### src/rtl/sim_ctrl_slave.sv
// Simulation-control bus slave: coherent 64-bit cycle counter, scratch register
// and a sticky first-wins exit code, on a wired-OR single-core bus.
module sim_ctrl_slave #(
  parameter logic [31:0] baseAddr = 32'h70000000
) (
  input  logic        clk_i,
  input  logic        rst_i,
  input  logic [31:0] bus_addrData_i,
  input  logic [3:0]  bus_byteEnables_i,
  input  logic [7:0]  bus_burstSize_i,
  input  logic        bus_readNWrite_i,
  input  logic        bus_beginTransaction_i,
  input  logic        bus_endTransaction_i,
  input  logic        bus_dataValid_i,
  output logic [31:0] bus_addrData_o,
  output logic        bus_endTransaction_o,
  output logic        bus_dataValid_o,
  output logic        bus_busy_o,
  output logic        bus_error_o,
  output logic        sim_done_o,
  output logic [31:0] exit_code_o
);

  typedef enum logic [2:0] {IDLE, RD_WAIT, RD_DATA, RD_END, WR, ERR} stateT;

  stateT       state;
  logic [63:0] cycleCount;
  logic [63:0] snapshot;
  logic [31:0] scratch;
  logic [1:0]  word;
  logic [7:0]  beatsLeft;
  logic        wrActive;
  logic [3:0]  byteEn;
  logic [31:0] laneMask;
  logic [31:0] maskedData;
  logic        addrHit;
  logic        unusedAddrBits;

  assign addrHit        = bus_addrData_i[31:8] == baseAddr[31:8];
  assign laneMask       = {{8{byteEn[3]}}, {8{byteEn[2]}}, {8{byteEn[1]}}, {8{byteEn[0]}}};
  assign maskedData     = bus_addrData_i & laneMask;
  assign bus_busy_o     = 1'b0;
  assign unusedAddrBits = ^{bus_addrData_i[1:0], baseAddr[7:0]};

  // Word 0 is the write-only EXIT register and always reads back as zero.
  function automatic logic [31:0] regRead(input logic [1:0] idx, input logic [63:0] snap,
                                          input logic [31:0] scr);
    case (idx)
      2'd1:    regRead = snap[31:0];
      2'd2:    regRead = snap[63:32];
      2'd3:    regRead = scr;
      default: regRead = 32'd0;
    endcase
  endfunction

  always_ff @(posedge clk_i) begin
    if (rst_i) cycleCount <= 64'd0;
    else       cycleCount <= cycleCount + 64'd1;
  end

  // Bus outputs are registered for the state being entered, so they are zero
  // in every cycle the slave is not presenting a beat or a strobe.
  always_ff @(posedge clk_i) begin
    if (rst_i) begin
      state                <= IDLE;
      snapshot             <= 64'd0;
      scratch              <= 32'd0;
      word                 <= 2'd0;
      beatsLeft            <= 8'd0;
      wrActive             <= 1'b0;
      byteEn               <= 4'd0;
      bus_addrData_o       <= 32'd0;
      bus_dataValid_o      <= 1'b0;
      bus_endTransaction_o <= 1'b0;
      bus_error_o          <= 1'b0;
      sim_done_o           <= 1'b0;
      exit_code_o          <= 32'd0;
    end else begin
      case (state)
        IDLE: begin
          if (bus_beginTransaction_i && addrHit) begin
            word      <= bus_addrData_i[3:2];
            beatsLeft <= bus_burstSize_i;
            byteEn    <= bus_byteEnables_i;
            wrActive  <= 1'b1;
            if (bus_addrData_i[7:4] != 4'd0) begin
              state       <= ERR;
              bus_error_o <= 1'b1;
            end else if (bus_readNWrite_i) begin
              state    <= RD_WAIT;
              snapshot <= cycleCount;
            end else begin
              state <= WR;
            end
          end
        end
        RD_WAIT: begin
          state           <= RD_DATA;
          bus_dataValid_o <= 1'b1;
          bus_addrData_o  <= regRead(word, snapshot, scratch);
          word            <= word + 2'd1;
        end
        RD_DATA: begin
          if (beatsLeft == 8'd0) begin
            state                <= RD_END;
            bus_dataValid_o      <= 1'b0;
            bus_addrData_o       <= 32'd0;
            bus_endTransaction_o <= 1'b1;
          end else begin
            beatsLeft      <= beatsLeft - 8'd1;
            bus_addrData_o <= regRead(word, snapshot, scratch);
            word           <= word + 2'd1;
          end
        end
        RD_END: begin
          state                <= IDLE;
          bus_endTransaction_o <= 1'b0;
        end
        WR: begin
          if (bus_dataValid_i && wrActive) begin
            case (word)
              2'd0: begin
                if (!sim_done_o) begin
                  exit_code_o <= maskedData;
                  sim_done_o  <= 1'b1;
                end
              end
              2'd3:    scratch <= (scratch & ~laneMask) | maskedData;
              default: ;
            endcase
            word <= word + 2'd1;
            if (beatsLeft == 8'd0) wrActive  <= 1'b0;
            else                   beatsLeft <= beatsLeft - 8'd1;
          end
          if (bus_endTransaction_i) state <= IDLE;
        end
        ERR: begin
          state       <= IDLE;
          bus_error_o <= 1'b0;
        end
        default: state <= IDLE;
      endcase
    end
  end

endmodule

### config.mk
export PLATFORM = sky130hd
export DESIGN_NAME = sim_ctrl_slave
export DESIGN_NICKNAME = d
export VERILOG_FILES = /design/src/rtl/sim_ctrl_slave.sv
export SDC_FILE = /design/constraint.sdc
export NUM_CORES = 1
export LEC_CHECK = 0
export ABC_AREA = 1
export CELL_PAD_IN_SITES_DETAIL_PLACEMENT = 1
export CELL_PAD_IN_SITES_GLOBAL_PLACEMENT = 1
export CORE_UTILIZATION = 30
export CTS_BUF_LIST = sky130_fd_sc_hd__clkbuf_2
export DETAILED_ROUTE_END_ITERATION = 8
export GPL_ROUTABILITY_DRIVEN = 0
export PLACE_DENSITY = 0.69
export SYNTH_ARGS = -nofsm -noshare
export SYNTH_HDL_FRONTEND = slang
export SYNTH_SLANG_ARGS = --single-unit
### constraint.sdc
create_clock -name clk_i -period 4.6 [get_ports clk_i]
set_input_delay 0.92 -clock clk_i [delete_from_list [all_inputs] [get_ports clk_i]]
set_output_delay 0.92 -clock clk_i [all_outputs]
set_load 0.02 [all_outputs]
==> flow_metrics.tcl <==
set metrics [dict create \
    status "finished clean" \
    root_buffer "clkbuf_2" \
    cts_max_level 3 \
    die_x_um 204.1 \
    crit_start "bus_addrData_o[13]" \
    synth.avg_cell_area_um2 6.378 \
    start_kind "register" \
    mostFrequentLayoutCell "nand2_1" \
    finalCritPeriodShare 0.6148 \
    crit_end "bus_addrData_o[13]" \
    synth_area_mm2 0.01225 \
    dr_total_vias 12750 \
    insertion_delay_ps 900 \
    cts_buffers 70 \
    die-area_mm2 0.04165 \
    finClkSkew_ps 88.78 \
    cts_tree "built" \
    internal-power_mw 3.025 \
    slew_headroom 0.3171 \
    sw_frac_of_total 0.3732 \
    slowest_stage "clkdlybuf4s50_1" \
    final_area_mm2 0.01444 \
    first_pass_iters 5 \
    finalSetupViolCount 0 \
    hold_violations 0 \
    critPathTopFamily "buffers and inverters" \
    ys.flop_type "dfxtp_1" \
    wire_per_inst_um 16.63 \
    synth_nets 1978 \
    p_per_area_mw_per_mm2 334.3 \
    row_count 73 \
    finish.utilization 0.3609 \
    grt_overflow 0 \
    cts_sinks 246 \
    port_buffers 117 \
    drc 0 \
    drive_above_1_share 0.07729 \
    path_depth 1 \
    power_frac_clock 0.329 \
    cp_max_fo 2 \
    dp_hpwl_um 32530 \
    synthXorXnorAreaFrac 0.001430 \
    grt_max_degree 145 \
    path_cells "clkdlybuf4s50_1" \
    net-switching-power_mw 1.801 \
    r2r-start "state[0]" \
    r2r_setup_slack_ps 2030 \
    drv_cap 0 \
    syn_inst 1921 \
    grt_pass1_vias 12870 \
    ctsHoldBuffers 0 \
    fmax_ghz 0.3536 \
    hold_class "input port to register" \
    p_leak_nw 5.489 \
    synth_cell_types 31 \
    antenna_left 0 \
    fin_setup_tns_ps 0 \
    worstSetupPathType "register to primary output" \
    synth-simple-area-share 0.3849 \
    die_y_um 204.1 \
    layout_common_cells "nand2_1, inv_1, nor2_1" \
    max_stage_delay_ps 640 \
    post_cts_resized 0 \
    vias_per_cell 4.885 \
    clk_pin_slew_ps 90 \
    synth.mux.area_fraction 0 \
    coreArea_mm2 0.04001 \
    min_period_ps 2828 \
    track_usage 0.2091 \
    grt_pass1_wl_um 69050 \
    synth_compound_area_frac 0.08721 \
    rsz0062_at_grt "no" \
    synth_warnings 0 \
    initial_core_util 0.3063 \
    rr_endpoint "beatsLeft[5]" \
    synth_edf_count 0 \
    drt-total-wl_um 43410 \
    worstPathRequired_ps 3680 \
    worstSetupEndpointType "primary output" \
    synth-async-reset-ratio 0 \
    worst_pin_slew_ps 1023 \
    first_iter_violations 650 \
    ioPinCount 119 \
    clockBufferDepth 3 \
    max-vdd-ir-drop_v 0.0001819 \
    synth_top_family_by_area "simple AND/OR/NAND/NOR gates" \
    yosysSeqAreaShare 0.4019 \
    detailed_place.area_mm2 0.01384 \
    ff2ff_path_depth 8 \
    synth_fa_ha_area_frac 0.007148 \
    final_nets 2091 \
    cts_setup_buffers 0 \
    path_buf_inv 1 \
    seqPwrFrac 0.457 \
    crit_arrival_ps 1910 \
    slew_viol_final 0 \
    area_delta_synth_final_pct 17.82 \
    antenna_found_initial 2 \
    combPwrFrac 0.213 \
    synth_seq_cells 246 \
]
[how the worst min path moves through the flow]
stage	start	endpoint	depth (start not counted)	slack, ps
3_5_place_dp	bus_error_o	bus_error_o	2	450
3_3_place_gp	bus_error_o	bus_error_o	2	440
4_1_cts	rst_i	register	4	290
6_report	rst_i	register	4	370
2_1_floorplan	cycleCount[34]	cycleCount[34]	2	440
5_1_grt	rst_i	register	4	340
[metal layers]
metal,GRT usage,share of wire,wire (um)
met1,0.2674,0.46,19910
met2,0.3548,0.48,20780
met3,0.03603,0.041,1800
met4,0.06690,0.021,903
met5,0,0.00039,17
[cells by family (layout without fill, tap and decap cells)]
kind of cell | count (synthesis) | in the layout
fa+ha+maj | 7 | 7
buf+inv | 371 | 533
other cells | 1 | 3
xor+xnor | 2 | 2
flops | 246 | 246
simple gates | 1091 | 1091
compound gates | 203 | 203
[metrics by stage]
| step | setup slack (ps) | std cells | total power, mW | hold WS [ps] |
|---|---|---|---|---|
| after global placement | 1336 | 2487 | 3.262 | 441.1 |
| final | 1772 | 2610 | 4.825 | 367.9 |
| after global routing | 1669 | 2609 | 5.161 | 336.3 |
| after floorplan | 2533 | 1921 | 2.996 | 439.6 |
| after CTS | 1685 | 2608 | 4.910 | 292.9 |
| after detailed placement | 1326 | 2487 | 3.287 | 448.5 |
[cell type report]
type / count / area, um2
inverters: 281 / 1055
clock inverters: 16 / 65.06
diodes: 2 / 5.005
fillers: 5273 / 25570
well taps: 525 / 656.9
multi-input cells: 1304 / 5906
repair buffers: 131 / 1299
clock buffers: 105 / 525.5
flip-flops and latches: 246 / 4925
[power groups by stage]
stage                     registers, mW  logic [mW]  clock network [mW]
after floorplan                    2.25       0.751                   0
after global placement             2.25        1.01                   0
after detailed placement           2.26        1.03                   0
after CTS                          2.21        1.04                1.67
after global routing               2.21        1.16                1.78
final                              2.21        1.03                1.59
[Yosys cell counts, types with 4 or more instances]
master,count,area (um2)
nand2_1,519,1948
inv_1,271,1017
nor2_1,249,934.7
dfxtp_1,246,4925
nand3_1,163,815.8
a21oi_1,132,660.6
nand4_1,99,619.3
clkbuf_1,54,202.7
o21ai_0,49,245.2
nor3_1,35,175.2
buf_2,25,125.1
a211oi_1,16,120.1
inv_2,9,33.78
buf_1,8,30.03
ha_1,7,87.58
nor3_2,6,60.06
nor2_2,5,31.28
nand3_2,4,40.04
nor2_4,4,45.04
(Power assumes the default switching activity.)
